### config.mk
export PLATFORM = sky130hd
export DESIGN_NAME = fluid_board_soc_nios2_qsys_0_oci_dct_packer
export DESIGN_NICKNAME = d
export VERILOG_FILES = /design/src/rtl/fluid_board_soc_nios2_qsys_0_oci_dct_packer.sv
export SDC_FILE = /design/constraint.sdc
export NUM_CORES = 1
export LEC_CHECK = 0
export CAP_MARGIN = 10
export CORE_MARGIN = 2
export CORE_UTILIZATION = 51
export CTS_CLUSTER_DIAMETER = 30
export CTS_CLUSTER_SIZE = 16
export DETAILED_ROUTE_END_ITERATION = 16
export PLACE_DENSITY_LB_ADDON = 0.3
export REMOVE_ABC_BUFFERS = 1
export SYNTH_ARGS = -nofsm -noshare
export SYNTH_HDL_FRONTEND = slang
export SYNTH_SLANG_ARGS = --single-unit
### constraint.sdc
create_clock -name clk -period 5 [get_ports clk]
set_input_delay 0.75 -clock clk [delete_from_list [all_inputs] [get_ports clk]]
set_output_delay 0.75 -clock clk [all_outputs]
set_load 0.01 [all_outputs]
### src/rtl/fluid_board_soc_nios2_qsys_0_oci_dct_packer.sv
// DCT trace packer: folds 2-bit direct-control-transfer codes into a
// 15-code accumulator and hands full/flushed packets to a holding register.
module fluid_board_soc_nios2_qsys_0_oci_dct_packer #(
  parameter int DCT_DEPTH        = 15,
  parameter bit FLUSH_ON_DISABLE = 1'b1
) (
  input  logic        clk,
  input  logic        reset,
  input  logic        trace_enable,
  input  logic        dct_code_valid,
  input  logic [1:0]  dct_code,
  input  logic        flush,
  output logic [29:0] dct_buffer,
  output logic [3:0]  dct_count,
  output logic        pkt_valid,
  input  logic        pkt_ready,
  output logic [33:0] pkt_data,
  output logic        overflow,
  output logic [7:0]  drop_count,
  input  logic        overflow_clr
);

  localparam logic [3:0] FULL = 4'(DCT_DEPTH);

  logic        flush_pend;
  logic        prev_enable;
  logic        acc;
  logic        drop;
  logic        flush_req;
  logic        emit;
  logic        hold_free;
  logic [29:0] next_buf;
  logic [3:0]  next_cnt;

  // Accept/drop decision, next accumulator value and emit conditions.
  always_comb begin
    next_buf  = dct_buffer;
    next_cnt  = dct_count;
    drop      = 1'b0;
    acc       = dct_code_valid && trace_enable && (dct_code != 2'b00);
    if (acc) begin
      if (dct_count != FULL) begin
        next_buf = {dct_buffer[27:0], dct_code};
        next_cnt = dct_count + 4'd1;
      end else begin
        drop = 1'b1;
      end
    end
    flush_req = flush || flush_pend ||
                (FLUSH_ON_DISABLE && prev_enable && !trace_enable);
    emit      = (next_cnt == FULL) ||
                (flush_req && (next_cnt != 4'd0));
    hold_free = !pkt_valid || pkt_ready;
  end

  // Accumulator, holding register and pending-flush state.
  always_ff @(posedge clk or posedge reset) begin
    if (reset) begin
      dct_buffer  <= '0;
      dct_count   <= '0;
      pkt_valid   <= 1'b0;
      pkt_data    <= '0;
      flush_pend  <= 1'b0;
      prev_enable <= 1'b0;
    end else begin
      prev_enable <= trace_enable;
      if (emit && hold_free) begin
        pkt_data   <= {next_cnt, next_buf};
        pkt_valid  <= 1'b1;
        dct_buffer <= '0;
        dct_count  <= '0;
        flush_pend <= 1'b0;
      end else if (emit) begin
        dct_buffer <= next_buf;
        dct_count  <= next_cnt;
        flush_pend <= flush_req;
      end else begin
        dct_buffer <= next_buf;
        dct_count  <= next_cnt;
        pkt_valid  <= pkt_valid && !pkt_ready;
        flush_pend <= 1'b0;
      end
    end
  end

  // Sticky overflow and saturating drop counter; clear wins over a drop.
  always_ff @(posedge clk or posedge reset) begin
    if (reset) begin
      overflow   <= 1'b0;
      drop_count <= '0;
    end else if (overflow_clr) begin
      overflow   <= 1'b0;
      drop_count <= '0;
    end else if (drop) begin
      overflow <= 1'b1;
      if (drop_count != 8'hFF) drop_count <= drop_count + 8'd1;
    end
  end

endmodule

==> results.yml <==
outcome:
  status: "finished, final reports clean"
timing:
  setup_tns_ns: 0
  period_needed_ns: 3.167
  rsz0062_at_grt: "false"
  slew_headroom_pct: 42.29
  slew_viol_final: 0
  setup_viol: 0
  setup_ws_ns: 1.833
  fmaxAchievable_mhz: 315.7
  hold_viol: 0
  fin_skew_ns: 0.01141
  worstMarginPinSlew_ns: 0.8627
  fin_crit_sh_pct: 63.35
cts:
  path_clk_slew_ns: 0.09
  post_cts_buffers: 0
  clockRootBuffer: "clkbuf_8"
  hold_buffers: 0
  cts_sinks: 80
  postCtsResizedCells: 0
  cts-htree-levels: 3
  insertion_delay_ns: 0.35
  clockBufferDepth: 2
  cts_buffers: 9
  cts_tree: "yes"
die:
  rows: 30
  die_area_mm2: 0.007641
  coreArea_mm2: 0.006756
  start_util_pct: 52.52
  ioPinCount: 87
  die_h_um: 87.41
  die_x_um: 87.41
worst_setup_path:
  worstPathMaxFanout: 66
  cp.arrival_ns: 3.39
  cp-end-kind: "flip-flop"
  rr_endpoint: "pkt_data[7]$_DFFE_PP0P_"
  timing.rr.start: "dct_count[0]$_DFF_PP0_"
  reg2reg_slack_ns: 2.07
  setup.worst_path.class: "in2reg"
  worst_path_max_delay_cell: "buf_4"
  start_kind: "input pin"
  worst-endpoint-required_ns: 5.23
  r2r_cells: 7
  critPathMaxStageDelay_ns: 0.62
  cp_cell_sequence: "clkdlybuf4s50_1 > o211a_1 > mux2i_2 > o311ai_4 > a31oi_4 > buf_4 > mux2_2"
logic_synthesis:
  synth-simple-area-share_pct: 10.72
  synth_top_family_by_area: "multiplexers"
  synthAdderAreaFrac_pct: 0.7052
  yosys-mux-area-fraction_pct: 19.57
  synth_cell_types: 39
  synthDominantCellAreaShare_pct: 56.42
  synth_area_mm2: 0.003548
  ys_seq_elements: 80
  synth_warnings: 0
  synth_compound_area_share_pct: 4.937
  synth_area_per_cell_um2: 12.36
  synthCells: 287
  synth_area_leaders: "dfrtp_1 (56%), mux2_2 (10%), mux2i_1 (9.0%)"
  synth-xor-area-share_pct: 1.975
  yosysTopAreaCell: "dfrtp_1"
  ys_seq_area_share_pct: 56.42
grt:
  grt_pass1_vias: 2323
  grt_pass1_wl_um: 11340
  antenna_found_initial: 0
  grt_util_all_layers_pct: 19.24
  grt-ovfl-total: 0
  grt_max_degree: 67
power_and_ir_drop:
  vdd_drop_max_v: 0.0002482
  power_density_mw_per_mm2: 366.1
  total_power_mw: 1.693
  leakagePower_nw: 2.145
placed_design:
  place_congestion: 0.8434
  post-place-ws_ns: 1.478
  dpl.hpwl_um: 4605
  portBuffers: 86
layout:
  nets: 382
  final_common_cell: "clkdlybuf4s50_1"
  synthToLayoutAreaGrowth_pct: 30.32
  layout-drive-gt1-share_pct: 15.16
  layout_common_cells: "clkdlybuf4s50_1 (86), dfrtp_1 (80), mux2i_1 (32), mux2_2 (32), nor2_1 (30)"
  antenna_cells: 0
hold_path:
  min_to: "pkt_data[13]$_DFFE_PP0P_"
  hold_path_class: "reg2reg"
  min_from: "pkt_data[13]$_DFFE_PP0P_"
  hold_path_depth: 1
route:
  drt-initial-drc-count: 163
  ant_nets: 0
  drt-wirelength-per-cell_um: 14.74
  vias: 2377
  wl_um: 6720
  drtPass1Iterations: 5
  drc_errors: 0
  via_per_inst: 5.213
flow_run:
  cap_violations: 0
## critical path: cells and delay by family
family                 cells  cell delay, ns
multiplexers               2            0.74
buffers and inverters      2            1.15
AO/OA/AOI/OAI              3            0.70
## per-stage QoR
stage | util [%] | instances | instance area [um^2] | hold slack, ns
3_3_place_gp | 65.20 | 440 | 4405 | 0.4919
3_5_place_dp | 65.20 | 440 | 4405 | 0.4968
4_1_cts | 68.44 | 456 | 4624 | 0.5169
5_1_grt | 68.44 | 456 | 4624 | 0.5251
2_1_floorplan | - | 272 | 3426 | 0.5275
6_report | 68.44 | 456 | 4624 | 0.5134
## area by class of cell
type | instances | area, um^2
Clock inverter | 7 | 95.09
Inverter | 21 | 80.08
Clock buffer | 9 | 123.9
Sequential cell | 80 | 2002
Multi-Input combinational cell | 171 | 1348
Fill cell | 520 | 2132
Tap cell | 80 | 100.1
Timing Repair Buffer | 88 | 875.8
## where the power goes
part | switching [mW] | internal (mW) | leakage (nW)
Sequential | 0.0488 | 0.704 | 1.10
Combinational | 0.206 | 0.217 | 0.932
Clock | 0.235 | 0.282 | 0.110
## Yosys cell counts (all sizes together)
library cell	n
dfrtp	80
mux2i	33
mux2	32
nor2	30
inv	21
nor2b	17
buf	14
nand2	7
nand3	6
xnor2	6
nand4	4
nor3	4
o21ai	4
a21oi	3
nand2b	3
o211ai	3
a31oi	2
ha	2
o21a	2
xor2	2
a41o	1
and2	1
and3	1
clkbuf	1
nor3b	1
nor4b	1
o2111ai	1
o211a	1
o22ai	1
o2bb2ai	1
o311ai	1
or3	1
## flip-flops by register name, summed over array words and instances (netlist names)
| register | count |
|---|---|
| dct_buffer | 30 |
| dct_count | 4 |
| drop_count | 8 |
| flush_pend | 1 |
| overflow | 1 |
| pkt_data | 34 |
| pkt_valid | 1 |
| prev_enable | 1 |
## cells by family after synthesis
family	count (synthesis)
AND/OR/NAND/NOR	76
XOR/XNOR	8
multiplexers	65
buffers and inverters	36
adder cells (fa/ha/maj)	2
flip-flops	80
AO/OA/AOI/OAI	20
## worst max path at each step
stage	endpoint	depth (start not counted)	slack (ns)	from
3_3_place_gp	pkt_data[13]$_DFFE_PP0P_	7	1.55	dct_code[1]
6_report	pkt_data[7]$_DFFE_PP0P_	7	1.83	dct_code[1]
2_1_floorplan	pkt_data[0]$_DFFE_PP0P_	5	1.81	dct_code[1]
5_1_grt	pkt_data[7]$_DFFE_PP0P_	7	1.72	dct_code[1]
3_5_place_dp	pkt_data[7]$_DFFE_PP0P_	7	1.48	dct_code[1]
4_1_cts	pkt_data[7]$_DFFE_PP0P_	7	1.83	dct_code[1]
## layer usage
metal | track usage, % | vias to the layer above | routed length (um)
li1 | - | 1143 | -
met1 | 25.79 | 1157 | 2998
met2 | 29.68 | 62 | 3264
met3 | 5.403 | 15 | 325
met4 | 7.552 | 0 | 131
met5 | 0 | - | 0
No activity file was read; power rests on OpenSTA's default activity.
